### config.mk
export PLATFORM = sky130hd
export DESIGN_NAME = mac_accumulator
export DESIGN_NICKNAME = d
export VERILOG_FILES = /design/src/rtl/mac_pkg.sv /design/src/rtl/mac_2s_complement.sv /design/src/rtl/mac_accumulator.sv
export SDC_FILE = /design/constraint.sdc
export NUM_CORES = 1
export LEC_CHECK = 0
export ABC_AREA = 1
export ABC_CLOCK_PERIOD_IN_PS = 1900
export BUFFER_PORTS_ARGS = -buffer_cell sky130_fd_sc_hd__buf_2
export CAP_MARGIN = 10
export CORE_MARGIN = 4
export CORE_UTILIZATION = 40
export DETAILED_ROUTE_END_ITERATION = 10
export GPL_ROUTABILITY_DRIVEN = 0
export HOLD_SLACK_MARGIN = 0.06
export PLACE_DENSITY = 0.57
export SLEW_MARGIN = 20
export SYNTH_ARGS = -nofsm -noshare
export SYNTH_HDL_FRONTEND = slang
export SYNTH_HIERARCHICAL = 1
export SYNTH_SLANG_ARGS = --single-unit
### constraint.sdc
create_clock -name i_clk -period 1.9 [get_ports i_clk]
set_clock_uncertainty 0.05 [all_clocks]
set_input_delay 0.19 -clock i_clk [delete_from_list [all_inputs] [get_ports i_clk]]
set_output_delay 0.19 -clock i_clk [all_outputs]
set_load 0.01 [all_outputs]
### src/rtl/mac_pkg.sv
// Shared types and defaults for the MAC accumulator stage.
// The optional saturating mode is selected with the MAC_ACC_SAT_EN macro.
package mac_pkg;

  typedef enum logic [1:0] {
    IDLE = 2'd0,
    ACC  = 2'd1,
    HOLD = 2'd2
  } mac_acc_state_e;

  localparam int MAC_ACC_WIDTH_DEF = 16;
  localparam int MAC_MAX_TERMS_DEF = 16;

endpackage

### src/rtl/mac_2s_complement.sv
// Two's-complement to magnitude conversion; the most negative input maps to
// 2^(WIDTH-1), which still fits as an unsigned WIDTH-bit magnitude.
module mac_2s_complement #(
  parameter int WIDTH = 16
) (
  input  logic [WIDTH-1:0] value,
  input  logic             sign,
  output logic [WIDTH-1:0] mag
);

  assign mag = sign ? (~value + WIDTH'(1)) : value;

endmodule

### src/rtl/mac_accumulator.sv
// Streaming signed group accumulator with sign-magnitude result hand-off.
// Define MAC_ACC_SAT_EN to clamp the running sum on overflow instead of wrapping.
module mac_accumulator
  import mac_pkg::*;
#(
  parameter int WIDTH     = 10,
  parameter int ACC_WIDTH = MAC_ACC_WIDTH_DEF,
  parameter int MAX_TERMS = MAC_MAX_TERMS_DEF,
  localparam int CNT_W    = $clog2(MAX_TERMS + 1)
) (
  input  logic                 i_clk,
  input  logic                 i_rst_n,
  input  logic                 i_valid,
  output logic                 o_ready,
  input  logic [WIDTH-1:0]     i_mant,
  input  logic                 i_last,
  output logic                 o_valid,
  input  logic                 i_ready,
  output logic                 o_sign,
  output logic [ACC_WIDTH-1:0] o_mant,
  output logic [CNT_W-1:0]     o_cnt,
  output logic                 o_ovf
);

  localparam logic [ACC_WIDTH-1:0] ACC_MAX = {1'b0, {(ACC_WIDTH-1){1'b1}}};
  localparam logic [ACC_WIDTH-1:0] ACC_MIN = {1'b1, {(ACC_WIDTH-1){1'b0}}};
  localparam logic [CNT_W-1:0]     CNT_MAX = CNT_W'(MAX_TERMS);
  localparam logic [CNT_W-1:0]     CNT_ONE = CNT_W'(1);

  mac_acc_state_e         state_reg;
  logic [ACC_WIDTH-1:0]   acc_reg;
  logic [CNT_W-1:0]       cnt_reg;
  logic                   ovf_reg;

  logic                   accept;
  logic [ACC_WIDTH-1:0]   term_ext;
  logic [ACC_WIDTH-1:0]   sum_wrap;
  logic [ACC_WIDTH-1:0]   sum_next;
  logic                   add_ovf;
  logic [CNT_W-1:0]       cnt_inc;

  assign accept   = i_valid && o_ready;
  assign term_ext = {{(ACC_WIDTH-WIDTH){i_mant[WIDTH-1]}}, i_mant};
  assign cnt_inc  = cnt_reg + CNT_ONE;

  always_comb begin
    sum_wrap = acc_reg + term_ext;
    // Only same-sign operands can overflow; a sign flip in the wrapped sum marks it.
    add_ovf  = (acc_reg[ACC_WIDTH-1] == term_ext[ACC_WIDTH-1]) &&
               (sum_wrap[ACC_WIDTH-1] != acc_reg[ACC_WIDTH-1]);
    sum_next = sum_wrap;
`ifdef MAC_ACC_SAT_EN
    if (add_ovf) begin
      sum_next = term_ext[ACC_WIDTH-1] ? ACC_MIN : ACC_MAX;
    end
`else
`endif
  end

  always_ff @(posedge i_clk or negedge i_rst_n) begin
    if (!i_rst_n) begin
      state_reg <= IDLE;
      acc_reg   <= '0;
      cnt_reg   <= '0;
      ovf_reg   <= 1'b0;
    end else begin
      case (state_reg)
        IDLE: begin
          if (accept) begin
            acc_reg   <= term_ext;
            cnt_reg   <= CNT_ONE;
            ovf_reg   <= 1'b0;
            state_reg <= (i_last || (CNT_ONE == CNT_MAX)) ? HOLD : ACC;
          end
        end
        ACC: begin
          if (accept) begin
            acc_reg   <= sum_next;
            cnt_reg   <= cnt_inc;
            ovf_reg   <= ovf_reg | add_ovf;
            state_reg <= (i_last || (cnt_inc == CNT_MAX)) ? HOLD : ACC;
          end
        end
        HOLD: begin
          if (i_ready) begin
            state_reg <= IDLE;
          end
        end
        default: state_reg <= IDLE;
      endcase
    end
  end

  // Handshake outputs decode the state register alone, so i_ready never reaches o_ready.
  assign o_ready = (state_reg != HOLD);
  assign o_valid = (state_reg == HOLD);
  assign o_sign  = acc_reg[ACC_WIDTH-1];
  assign o_cnt   = cnt_reg;
  assign o_ovf   = ovf_reg;

  mac_2s_complement #(
    .WIDTH (ACC_WIDTH)
  ) u_mag (
    .value (acc_reg),
    .sign  (acc_reg[ACC_WIDTH-1]),
    .mag   (o_mant)
  );

endmodule

==> results.json, run 1 <==
{
  "status": "finished clean",
  "area_growth_pct": 23.4,
  "setup_viol": 0,
  "io_buffers": 39,
  "diodes": 0,
  "synth.ff_latch_count": 24,
  "drtIter0Drc": 199,
  "fin_ws_ns": 0.0414,
  "slew_headroom": 0.607,
  "hold_viol_final": 0,
  "antenna_left": 0,
  "grt_pass1_vias": 2431,
  "antenna_found_initial": 0,
  "clock_path_buffers": 2,
  "drtPass1Iterations": 5,
  "synth_fp_nets": 428,
  "p_comb_frac": 0.640,
  "cts-htree-levels": 1,
  "cp-start-kind": "register",
  "drc": 0,
  "cellPowerDensity_nw_per_um2": 1050,
  "layout_min_cycle_time_ns": 1.86,
  "fmax_mhz": 538,
  "cts_buffers": 3,
  "max-vdd-ir-drop_v": 0.000513,
  "syn_area_um2": 2580,
  "post-route-util": 0.522,
  "fin_nets": 490,
  "synth_area_leaders": "dfrtp_1 23%, nand2_1 18%, inv_1 8.3%",
  "synth_top_area_cell": "dfrtp_1",
  "p_clk_frac": 0.142,
  "final_cell_mix": "121 x nand2_1, 54 x inv_1, 39 x buf_2, 27 x nor2_1, 27 x nand3_1",
  "drt_wl_total_mm": 7.07,
  "cts_tree": "yes",
  "wl_per_cell_um": 13.3,
  "ys_types": 37,
  "yosysSeqAreaShare": 0.233,
  "netlist_instances": 395,
  "crit_type": "reg -> out",
  "ys.flop_type": "dfrtp_1",
  "root_buffer": "clkbuf_8",
  "min-delay-path-class": "in -> reg",
  "die_h_um": 88.3,
  "drive_gt1_frac": 0.287,
  "initial_utilization": 0.423,
  "fillers": 628,
  "p_int_mw": 1.77,
  "avgSynthCellArea_um2": 6.53,
  "coreArea_um2": 6100,
  "switching_share": 0.473,
  "ioPinCount": 40,
  "grt_pass1_wl_mm": 11.6,
  "largest_reg_flops": 16,
  "netSwitchingPower_mw": 1.59,
  "cts.sinks": 24,
  "synth-edff-count": 0,
  "grt_max_degree": 25,
  "hpwl_mm": 5.54,
  "end_kind": "output port",
  "worstMarginPinSlew_ns": 0.589,
  "crit_arrival_ns": 1.62,
  "dieWidth_um": 88.3,
  "p_seq_frac": 0.219,
  "rsz0062_at_grt": "true",
  "yosysWarnings": 6,
  "via_count": 2618,
  "viasPerCell": 4.93,
  "fin_crit_sh": 0.978,
  "synthArstFlopShare": 1.00,
  "slew_violations": 0,
  "dp_slack_ns": 0.117,
  "required_ns": 1.66,
  "placement_rows": 28,
  "grt-ovfl-total": 0,
  "die-area_um2": 7800,
  "clock_latency_ns": 0.28,
  "final_common_cell": "nand2_1",
  "clk_pin_slew_ns": 0.10,
  "p_leak_nw": 1.72,
  "drv_cap": 0,
  "grt_usage": 0.190,
  "crit_fanout": 5,
  "synth_top_area_frac": 0.233
}
cell type report:
type	count	area [µm²]	share of cell area
flip-flops and latches	24	603	0.189
multi-input cells	301	1790	0.561
clock inverters	1	30.0	0.00943
repair buffers	63	384	0.121
well taps	75	93.8	0.0295
clock buffers	3	41.3	0.0130
inverters	64	245	0.0770
logic make-up after synthesis:
kind of cell               after synthesis  synth area share
and+or+nand+nor                        223             0.397
buffers and inverters                   71             0.116
AOI/OAI and AO/OA                       44             0.112
DFF                                     24             0.233
adders and majority gates               18            0.0902
xor gates and xnor gates                15            0.0509
metrics by stage:
step           cells  instance area [µm²]  total power, mW  setup TNS [ns]  hold slack [ns]
2_1_floorplan    395                 2580             2.12               0           -0.156
3_3_place_gp     521                 2950             2.72               0            0.173
3_5_place_dp     521                 2950             2.73               0            0.172
4_1_cts          528                 3080             3.25               0           0.0775
5_1_grt          531                 3180             3.67          -0.137           0.0996
6_report         531                 3180             3.36               0           0.0757
worst max-delay path: stages, from the launching register on:
cell,delay (ns)
dfrtp_1,0.40
buf_6,0.13
inv_4,0.05
ha_4,0.14
nand2_4,0.07
o21bai_4,0.19
nand3_2,0.09
nand2_1,0.07
nand2_1,0.05
buf_2,0.13
Yosys cell counts (3+ instances only):
library cell / instances
nand2_1: 125
inv_1: 57
nor2_1: 33
nand3_1: 30
dfrtp_1: 24
ha_1: 17
a21oi_1: 12
o21ai_0: 12
nand2_2: 11
xnor2_1: 8
a21oi_2: 7
xor2_1: 7
inv_2: 6
nand3_2: 6
nand4_1: 5
o211ai_1: 4
o21ai_1: 4
buf_4: 3
nor2_2: 3
routing by layer:
layer	GRT usage	vias to the layer above	part of all wire
li1	-	1377	-
met1	0.266	1176	0.48
met2	0.308	58	0.46
met3	0.0289	7	0.052
met4	0.0453	0	0.013
met5	0	-	0
power groups by stage:
stage	sequential (mW)	clock [mW]	combinational, mW
2_1_floorplan	0.768	0	1.35
3_3_place_gp	0.737	0	1.98
3_5_place_dp	0.737	0	1.99
4_1_cts	0.726	0.481	2.04
5_1_grt	0.751	0.502	2.41
6_report	0.734	0.476	2.15
what timing repair did:
item	4_1_cts	5_1_grt
cloned	1	0
hold buffers	2	0
endpoints found under the setup margin	5	13
setup buffers	0	3
gates resized for setup	5	27
pin swaps	2	9
endpoints found under the hold margin	25	0
worst paths after layout:
path / startpoint / to / slack [ns] / depth (start not counted)
max in group asynchronous: i_rst_n / acc_reg[15] / 0.99 / 2
worst max register to register: acc_reg[12] / o_ovf / 0.15 / 9
min in group asynchronous: i_rst_n / o_cnt[4] / 0.38 / 2
worst max-delay path: acc_reg[0] / o_mant[14] / 0.04 / 9
worst min register to register: o_cnt[0] / o_cnt[0] / 0.51 / 1
worst min-delay path: i_valid / state_reg[0] / 0.08 / 2
(Power assumes the default switching activity.)
==> inputs of run 2 (changes only) <==
CORE_UTILIZATION = 58   (was 40)
PLACE_DENSITY = 0.85   (was 0.57)
==> run 2 against run 1 <==
  * Maximum frequency down 3.2%
  * First-iteration DRC count up 30%
  * Final cell count down 5.1%
  * Wire length up 6.9%
  * Non-clock buffer count down 2
  * Register-to-register slack worse by 0.17 ns
  * Utilization up 24 points
  * Setup slack worse by 0.062 ns
  * Global-route usage up 7.3 points
  * Clock power down 3%
  * The flow now finishes with violations (setup timing)
  * Largest power group unchanged
  * Sequential cell count unchanged
==> results.json, run 2 (synthesized netlist as in run 1, its figures left out) <==
{
  "status": "finished with violations",
  "violations": "setup timing",
  "crit_fanout": 3,
  "fin_nets": 488,
  "via_count": 2858,
  "placement_rows": 23,
  "cellPowerDensity_nw_per_um2": 1080,
  "fin_cells": 504,
  "drt_wl_total_mm": 7.56,
  "clock_path_buffers": 2,
  "die-area_um2": 5580,
  "fin_ws_ns": -0.0204,
  "grt_pass1_vias": 2600,
  "root_buffer": "clkbuf_8",
  "post-route-util": 0.767,
  "cts_buffers": 3,
  "reg2regPathDepth": 11,
  "hold_depth": 2,
  "drtPass1Iterations": 5,
  "final_common_cell": "nand2_1",
  "dieWidth_um": 74.7,
  "dp.cells": 491,
  "r2r_slack_ns": -0.02,
  "crit_type": "reg -> reg",
  "drc": 0,
  "grt_usage": 0.263,
  "p_seq_frac": 0.223,
  "p_clk_frac": 0.135,
  "cts_tree": "yes",
  "setup_viol": 2,
  "cts.sinks": 24,
  "viasPerCell": 5.67,
  "clk_pin_slew_ns": 0.09,
  "hold_viol_final": 0,
  "area_growth_pct": 23.2,
  "p_leak_nw": 1.70,
  "layout_min_cycle_time_ns": 1.92,
  "initial_utilization": 0.622,
  "antenna_found_initial": 0,
  "grt_max_degree": 25,
  "antenna_left": 0,
  "end_kind": "register",
  "worstMarginPinSlew_ns": 0.573,
  "tns_ns": -0.0326,
  "grt_pass1_wl_mm": 11.4,
  "cts-htree-levels": 1,
  "ioPinCount": 40,
  "r2r_end": "acc_reg[8]",
  "io_buffers": 39,
  "diodes": 0,
  "drive_gt1_frac": 0.322,
  "crit_arrival_ns": 2.03,
  "die_h_um": 74.7,
  "min-delay-path-class": "in -> reg",
  "switching_share": 0.480,
  "p_int_mw": 1.78,
  "hpwl_mm": 5.35,
  "whs_endpoint": "state_reg[0]",
  "r2r_start": "acc_reg[0]",
  "slew_headroom": 0.618,
  "fin_hold_ws_ns": 0.0834,
  "dp_slack_ns": 0.0295,
  "p_comb_frac": 0.642,
  "drtIter0Drc": 259,
  "netSwitchingPower_mw": 1.64,
  "cp-start-kind": "register",
  "final_cell_mix": "117 x nand2_1, 53 x inv_1, 39 x buf_2, 28 x nor2_1, 23 x nand3_1",
  "fin_crit_sh": 1.01,
  "clock_latency_ns": 0.27,
  "min_from": "i_valid",
  "max-vdd-ir-drop_v": 0.000494,
  "drv_cap": 0,
  "slew_violations": 0,
  "rsz0062_at_grt": "true",
  "wl_per_cell_um": 15.0,
  "required_ns": 2.01,
  "coreArea_um2": 4140,
  "fmax_mhz": 521,
  "grt-ovfl-total": 0,
  "largest_reg_flops": 16
}
-- run 2: changes by cell type in the layout (fill, tap and decap cells not counted), moves of 4 or more --
cell     previous run  this run
ha_1               16        11
nand3_2             9        13
nand3_1            27        23
nand2_1           121       117
nand2_2            12        18
-- run 2: cell type report --
type / instances / area [µm²]
Sequential cell: 24 / 604
Tap cell: 50 / 62.6
Fill cell: 292 / 966
Multi-Input combinational cell: 301 / 1830
Clock buffer: 3 / 41.3
Inverter: 64 / 245
Clock inverter: 1 / 30.0
Timing Repair Buffer: 61 / 367
-- run 2: timing repair --
action | 4_1_cts | 5_1_grt
pin swaps | 2 | 12
hold buffers | 1 | 0
setup endpoints to repair | 6 | 18
endpoints found under the hold margin | 24 | 0
buffers inserted | 0 | 7
gates resized for setup | 6 | 38
gates cloned | 1 | 0
-- run 2: worst max-delay path, stage by stage, from the launching register on --
cell and delay (ns):
dfrtp_1 0.38, ha_2 0.21, inv_2 0.05, fa_2 0.39
inv_2 0.07, nand3_2 0.06, nand3_2 0.12, nand2_2 0.09
nand3_2 0.08, nand2_2 0.05, a21oi_2 0.17, o21ai_1 0.09
-- run 2: power groups by stage --
stage	Sequential, mW	Clock (mW)	Combinational, mW
3_5_place_dp	0.753	0	1.94
6_report	0.761	0.461	2.20
3_3_place_gp	0.745	0	1.87
4_1_cts	0.743	0.457	1.99
5_1_grt	0.771	0.486	2.42
2_1_floorplan	0.768	0	1.35
-- run 2: through the flow --
stage	cell area (µm²)	power [mW]
after detailed placement	2880	2.69
after CTS	3000	3.19
after global routing	3180	3.68
after floorplan	2580	2.12
final	3180	3.42
after global placement	2880	2.62
-- run 2: how the worst max path moves through the flow --
stage,from,endpoint,slack (ns)
after floorplan,acc_reg[0],acc_reg[8],0.18
after global placement,acc_reg[5],acc_reg[14],0.16
after detailed placement,acc_reg[0],acc_reg[8],0.03
after CTS,acc_reg[0],o_mant[12],0.002
after global routing,acc_reg[0],acc_reg[8],-0.09
final,acc_reg[0],acc_reg[8],-0.02
-- run 2: metal layers --
metal,track usage,share of wire,vias to the layer above
met2,0.435,0.50,126
met3,0.0414,0.076,21
met1,0.346,0.40,1341
met4,0.101,0.022,0
li1,-,-,1370
met5,0,0,-
